==> src/rtl/i2s_rx_axis.sv <==
`default_nettype none
// ============================================================================
// Module   : i2s_rx_axis
// Purpose  : I2S master receiver. Generates BCLK/LRCLK from aclk, deserialises
//            SAMPLE_W-bit stereo audio (MSB first, one-bit I2S delay) and packs
//            each {left,right} pair into one 32-bit AXI-Stream word. tlast marks
//            every FRAME_LEN-th pushed word. A first-word-fall-through FIFO
//            absorbs downstream backpressure; words arriving while it is full
//            are dropped and a sticky overflow flag is raised.
// Ports    : aclk, aresetn (async, active low)
//            enable                 - run (1) / idle (0) the I2S interface
//            i2s_bclk, i2s_lrclk    - bit clock / word select (0 = left)
//            i2s_sdata              - serial data from codec
//            m_axis_tdata/tvalid/tready/tlast - AXI-Stream master
//            overflow, overflow_clr - sticky drop flag and its clear pulse
//            fifo_level             - current FIFO occupancy
// Revision : 1.0 - initial release
// ============================================================================
module i2s_rx_axis #(
   parameter int CLK_DIV    = 4,
   parameter int SAMPLE_W   = 16,
   parameter int FRAME_LEN  = 1024,
   parameter int FIFO_DEPTH = 16
) (
   input  logic                          aclk,
   input  logic                          aresetn,
   input  logic                          enable,
   output logic                          i2s_bclk,
   output logic                          i2s_lrclk,
   input  logic                          i2s_sdata,
   output logic [31:0]                   m_axis_tdata,
   output logic                          m_axis_tvalid,
   input  logic                          m_axis_tready,
   output logic                          m_axis_tlast,
   output logic                          overflow,
   input  logic                          overflow_clr,
   output logic [$clog2(FIFO_DEPTH):0]   fifo_level
);

   localparam int C_HALF = CLK_DIV / 2;
   localparam int C_DW   = $clog2(CLK_DIV);
   localparam int C_AW   = $clog2(FIFO_DEPTH);
   localparam int C_LW   = C_AW + 1;
   localparam int C_WW   = (FRAME_LEN > 1) ? $clog2(FRAME_LEN) : 1;

   // ------------------------------------------------------------------------
   // Clock generation
   // ------------------------------------------------------------------------
   logic [C_DW-1:0] r_div;
   logic [C_DW-1:0] w_div_nxt;
   logic [5:0]      r_bit;
   logic            r_bclk;
   logic            w_rise;
   logic            w_fall;

   always_comb begin
      w_div_nxt = (r_div == C_DW'(CLK_DIV - 1)) ? '0 : r_div + 1'b1;
      // The rising edge is the cycle in which the divider enters its upper half;
      // sdata is sampled on that same aclk edge.
      w_rise    = enable && (w_div_nxt == C_DW'(C_HALF));
      // The falling edge coincides with the divider wrapping to zero.
      w_fall    = enable && (r_div == C_DW'(CLK_DIV - 1));
   end

   always_ff @(posedge aclk or negedge aresetn) begin
      if (!aresetn) begin
         r_div  <= '0;
         r_bclk <= 1'b0;
         r_bit  <= '0;
      end else if (!enable) begin
         r_div  <= '0;
         r_bclk <= 1'b0;
         r_bit  <= '0;
      end else begin
         r_div  <= w_div_nxt;
         r_bclk <= (w_div_nxt >= C_DW'(C_HALF));
         if (w_fall)
            r_bit <= r_bit + 6'd1;
      end
   end

   assign i2s_bclk  = r_bclk;
   assign i2s_lrclk = r_bit[5];

   // ------------------------------------------------------------------------
   // Capture: slot position 0 is the I2S delay bit, 1..SAMPLE_W carry MSB..LSB
   // ------------------------------------------------------------------------
   logic [4:0]          w_pos;
   logic                w_slot;
   logic                w_in_sample;
   logic [SAMPLE_W-1:0] r_sh_l;
   logic [SAMPLE_W-1:0] r_sh_r;
   logic [SAMPLE_W-1:0] w_sh_l_nxt;
   logic [SAMPLE_W-1:0] w_sh_r_nxt;
   logic                w_push;
   logic [31:0]         w_push_data;

   always_comb begin
      w_pos       = r_bit[4:0];
      w_slot      = r_bit[5];
      w_in_sample = (w_pos != 5'd0) && (w_pos <= 5'(SAMPLE_W));
      w_sh_l_nxt  = SAMPLE_W'({r_sh_l, i2s_sdata});
      w_sh_r_nxt  = SAMPLE_W'({r_sh_r, i2s_sdata});
      // The pair is complete as the right LSB arrives, so push it from the
      // shift-in value rather than waiting a cycle for the register.
      w_push      = w_rise && w_slot && (w_pos == 5'(SAMPLE_W));
      w_push_data = 32'({r_sh_l, w_sh_r_nxt});
   end

   always_ff @(posedge aclk or negedge aresetn) begin
      if (!aresetn) begin
         r_sh_l <= '0;
         r_sh_r <= '0;
      end else if (!enable) begin
         r_sh_l <= '0;
         r_sh_r <= '0;
      end else if (w_rise && w_in_sample) begin
         if (w_slot)
            r_sh_r <= w_sh_r_nxt;
         else
            r_sh_l <= w_sh_l_nxt;
      end
   end

   // ------------------------------------------------------------------------
   // Packet counter and output FIFO
   // ------------------------------------------------------------------------
   logic [C_WW-1:0] r_word;
   logic            w_last;
   logic [32:0]     r_mem [FIFO_DEPTH];
   logic [C_AW-1:0] r_wp;
   logic [C_AW-1:0] r_rp;
   logic [C_LW-1:0] r_count;
   logic            w_full;
   logic            w_valid;
   logic            w_pop;
   logic            w_wr_en;
   logic            w_drop;
   logic [32:0]     w_rd;
   logic            r_ovf;

   always_comb begin
      w_last  = (r_word == C_WW'(FRAME_LEN - 1));
      w_full  = (r_count == C_LW'(FIFO_DEPTH));
      w_valid = (r_count != '0);
      w_pop   = w_valid && m_axis_tready;
      // A pop in the same cycle frees the slot, so a full FIFO still accepts.
      w_wr_en = w_push && (!w_full || w_pop);
      w_drop  = w_push && w_full && !w_pop;
      w_rd    = r_mem[r_rp];
   end

   always_ff @(posedge aclk) begin
      if (w_wr_en)
         r_mem[r_wp] <= {w_last, w_push_data};
   end

   always_ff @(posedge aclk or negedge aresetn) begin
      if (!aresetn) begin
         r_wp    <= '0;
         r_rp    <= '0;
         r_count <= '0;
         r_word  <= '0;
         r_ovf   <= 1'b0;
      end else begin
         if (w_wr_en) begin
            r_wp   <= r_wp + 1'b1;
            r_word <= w_last ? '0 : r_word + 1'b1;
         end
         if (w_pop)
            r_rp <= r_rp + 1'b1;
         case ({w_wr_en, w_pop})
            2'b10:   r_count <= r_count + 1'b1;
            2'b01:   r_count <= r_count - 1'b1;
            default: r_count <= r_count;
         endcase
         // A fresh drop wins over a simultaneous clear.
         if (w_drop)
            r_ovf <= 1'b1;
         else if (overflow_clr)
            r_ovf <= 1'b0;
      end
   end

   // Memory is not reset; gating with valid keeps tdata/tlast at 0 when empty.
   assign m_axis_tvalid = w_valid;
   assign m_axis_tdata  = w_valid ? w_rd[31:0] : 32'd0;
   assign m_axis_tlast  = w_valid && w_rd[32];
   assign overflow      = r_ovf;
   assign fifo_level    = r_count;

endmodule
`default_nettype wire
==> config.mk <==
export PLATFORM = sky130hd
export DESIGN_NAME = i2s_rx_axis
export DESIGN_NICKNAME = d
export VERILOG_FILES = /design/src/rtl/i2s_rx_axis.sv
export SDC_FILE = /design/constraint.sdc
export NUM_CORES = 1
export LEC_CHECK = 0
export BUFFER_PORTS_ARGS = -buffer_cell sky130_fd_sc_hd__buf_2
export CAP_MARGIN = 10
export CORE_MARGIN = 10
export CORE_UTILIZATION = 50
export CTS_CLUSTER_DIAMETER = 200
export DETAILED_ROUTE_END_ITERATION = 8
export MAX_ROUTING_LAYER = met4
export PLACE_DENSITY = 0.73
export SLEW_MARGIN = 10
export SYNTH_ARGS = -nofsm -noshare
export SYNTH_HDL_FRONTEND = slang
export SYNTH_SLANG_ARGS = --single-unit
==> constraint.sdc <==
create_clock -name aclk -period 4.06 [get_ports aclk]
set_clock_uncertainty 0.1 [all_clocks]
set_input_delay 0.203 -clock aclk [delete_from_list [all_inputs] [get_ports aclk]]
set_output_delay 0.203 -clock aclk [all_outputs]
set_load 0.01 [all_outputs]
==> run_results.csv <==
group,metric,value,unit
yosys,netlist_area,22900,um2
min_path,worstHoldPathType,"in2async",
layout,fin_cells,1812,
floorplanning,ios,48,
clocking,clk_pin_slew,0.06,ns
yosys,async_flop_share,10.7,%
timing,maxSlewViolCount,0,
setup_path,path_cells,"nor4_1 > nand2_1 > nand2_2 > buf_4 > o22ai_1 > buf_2",
global_route,overflow,0,
timing,fmax,289,MHz
drt,drt_wl_total,46.6,mm
drt,post_drt_wl_per_cell,25.7,um
yosys,syn_nets,1088,
yosys,syn_inst,1069,
yosys,synth_top_area_share,69.3,%
layout,nNetsFinal,1183,
drt,vias,10800,
yosys,yosys-top-cells-area,"edfxtp_1 69%, mux4_2 13%, dfrtp_1 6.9%",
setup_path,slowest_stage,"nand2_2",
setup_path,path_class,"reg2out",
clocking,cts.repair.resized,0,
placed_design,io_buffers,47,
power_and_ir_drop,irDropWorstVdd,0.000333,V
setup_path,crit_family,"simple AND/OR/NAND/NOR gates",
timing,timing.final.hold_violations,0,
drt,drtAntennaViolNets,0,
floorplanning,num_rows,78,
floorplanning,dieArea,54700,um2
timing,tightest_slew,1.12,ns
placed_design,place_inst,1698,
floorplanning,start_util,50.5,%
setup_path,cp_max_fo,24,
drt,first_pass_iters,5,
clocking,clkLatencyLatePin,0.62,ns
yosys,synth-main-ff-cell,"edfxtp_1",
yosys,yosysUniqueCellTypes,50,
drt,drc,0,
global_route,antenna_found_initial,0,
yosys,synth_edf_count,528,
placed_design,dpl.hpwl,26.4,mm
setup_path,cp_data_arrival_time,3.15,ns
clocking,cts_tree,"built",
outcome,outcome,"completed",
timing,rsz0062_at_grt,"no",
global_route,grt_max_degree,52,
placed_design,gp_congestion,0.785,
layout,fillers,3247,
timing,setup_viol,0,
layout,drive_gt1_share,27.1,%
timing,period_needed,3.46,ns
setup_path,cp-start-kind,"flop",
floorplanning,design.core.area,45300,um2
job,drv_cap,0,
power_and_ir_drop,powerDensity,459,nW/um2
drt,drtIter0Drc,1145,
yosys,ys_ff_latch,591,
setup_path,required,3.76,ns
clocking,cts_buffers,58,
clocking,cts_root_buf,"clkbuf_16",
global_route,gr-usage-all-layers,18.0,%
yosys,ys_seq_area_share,76.2,%
clocking,htreeDepth,2,
layout,antennaDiodeCount,0,
global_route,grt_pass1_vias,11400,
setup_path,crit_buf_inv,2,
setup_path,rrSetupSlack,0.89,ns
clocking,cts.sinks,591,
yosys,synth_top_area_cell,"edfxtp_1",
global_route,grt_pass1_wl,71.8,mm
setup_path,cp-end-kind,"output port",
power_and_ir_drop,leakage,0.00902,uW
setup_path,slowest_delay,0.64,ns
timing,max_slew_margin,25.4,%
floorplanning,die-height,234,um
timing,fin_crit_sh,85.1,%
timing,tns,0,ns
layout,area_delta_synth_final,14.5,%
floorplanning,fp.dieW,234,um
drt,via_per_inst,5.98,
yosys,yosys_warnings,0,
clocking,max-clock-path-buffers,3,
yosys,avgSynthCellArea,21.4,um2
## cells in the mapped netlist, drive strengths merged, types with 2 or more instances
cell type,number
and3,16
o41ai,2
and2,5
clkbuf,32
nor2,5
or3,3
buf,24
o22ai,35
mux4,132
a21oi,8
nor3,2
nand3,6
xor2,4
and4,3
nand2b,3
a22o,31
o31ai,2
a21boi,3
nand4,8
o21ai,7
nor2b,5
nand2,19
edfxtp,528
o211ai,2
nor3b,2
mux2i,67
ha,13
a31oi,3
dfrtp,63
inv,13
xnor2,13
## layout make-up
type	instances	area (um2)	share of cell area, %
repair buffers	91	806	3.08
multi-input cells	409	5200	19.9
clock inverters	32	397	1.51
well taps	600	751	2.87
flip-flops and latches	591	17400	66.6
clock buffers	76	1550	5.91
inverters	13	48.8	0.186
## power by group
part | leakage, uW | switching, uW | internal (uW)
logic | 0.00185 | 36.0 | 15.3
clock network | 0.000951 | 2220 | 3210
registers | 0.00622 | 3.54 | 6540
## worst paths after layout
| check | endpoint | startpoint | cells past startpoint |
|---|---|---|---|
| min in group aclk | r_div[0] | r_div[0] | 1 |
| max reg2reg | r_mem[2][26] | r_bit[0] | 9 |
| max in group asynchronous | r_sh_r[11] | aresetn | 3 |
| max | m_axis_tdata[12] | fifo_level[1] | 6 |
| min | r_word[3] | aresetn | 2 |
| min reg2reg | r_div[0] | r_div[0] | 1 |
## kinds of logic (layout without fill, tap and decap cells)
| kind of cell | count (synthesis) | count (layout) | share of synthesized area (%) |
|---|---|---|---|
| flops | 591 | 591 | 76.2 |
| mux | 200 | 200 | 16.0 |
| compound gates | 99 | 99 | 3.24 |
| simple gates | 80 | 80 | 1.96 |
| buf+inv | 69 | 212 | 1.28 |
| xor+xnor | 17 | 17 | 0.651 |
| fa+ha+maj | 13 | 13 | 0.711 |
## worst reg2reg max path: cells and delay by family, from the launching register on
family	cells	cell delay, ns
adder cells (fa/ha/maj)	2	0.33
AND/OR/NAND/NOR	3	0.96
buffers and inverters	3	0.57
flip-flops	1	0.41
AO/OA/AOI/OAI	1	0.48
## sequential cells by signal, indices dropped and copies added (netlist names)
name and flops:
r_wp 4, r_sh_r 15, fifo_level 5, r_sh_l 16
r_word 10, i2s_bclk 1, r_mem 528, r_rp 4
overflow 1, r_bit 6, r_div 1
## what timing repair did
action,4_1_cts,5_1_grt
setup endpoints to repair,0,0
hold buffers,6,0
hold endpoints to repair,69,0
setup buffers,0,0
## layer usage
metal / GRT usage (%) / share of wire (%) / vias up
li1: - / - / 4664
met1: 23.7 / 42 / 5716
met2: 28.6 / 50 / 377
met3: 3.65 / 6.2 / 70
met4: 4.19 / 1.7 / 0
met5: - / 0 / -
## through the flow
stage | hold slack (ns) | total power (uW) | worst slack, ns | util, % | area [um2]
3_5_place_dp | 0.297 | 6720 | 0.898 | 53.4 | 24200
5_1_grt | 0.242 | 12400 | 0.449 | 57.8 | 26200
2_1_floorplan | -0.193 | 6690 | 0.566 | - | 22900
3_3_place_gp | 0.290 | 6720 | 0.947 | 53.4 | 24200
6_report | 0.165 | 12000 | 0.604 | 57.8 | 26200
4_1_cts | 0.180 | 12100 | 0.591 | 57.8 | 26200
## layout by cell type (no fill, tap or decap), types with 4 or more instances in the layout
cell type      netlist  final
dlygate4sd3_1        0      6
o21ai_0              5      5
mux4_2             132    132
buf_4                0     20
a21oi_1              8      8
o22ai_1             35     35
bufinv_16            0      8
dfrtp_1             63     60
nor2b_1              5      5
edfxtp_1           528    528
clkbuf_16            0     58
buf_2               20     47
clkbuf_1            31     15
nand3_1              6      6
clkinv_1             0      9
nand4_1              8      8
ha_1                13     13
buf_12               0     18
inv_1               13     13
clkinv_2             0     10
mux2i_1             67     67
xnor2_1             13     13
and3_2               0     15
xor2_1               4      4
and2_1               5      5
nand2_1             19     18
nor2_1               5      5
a22o_1              31     31
No activity file was read; power rests on OpenSTA's default activity.
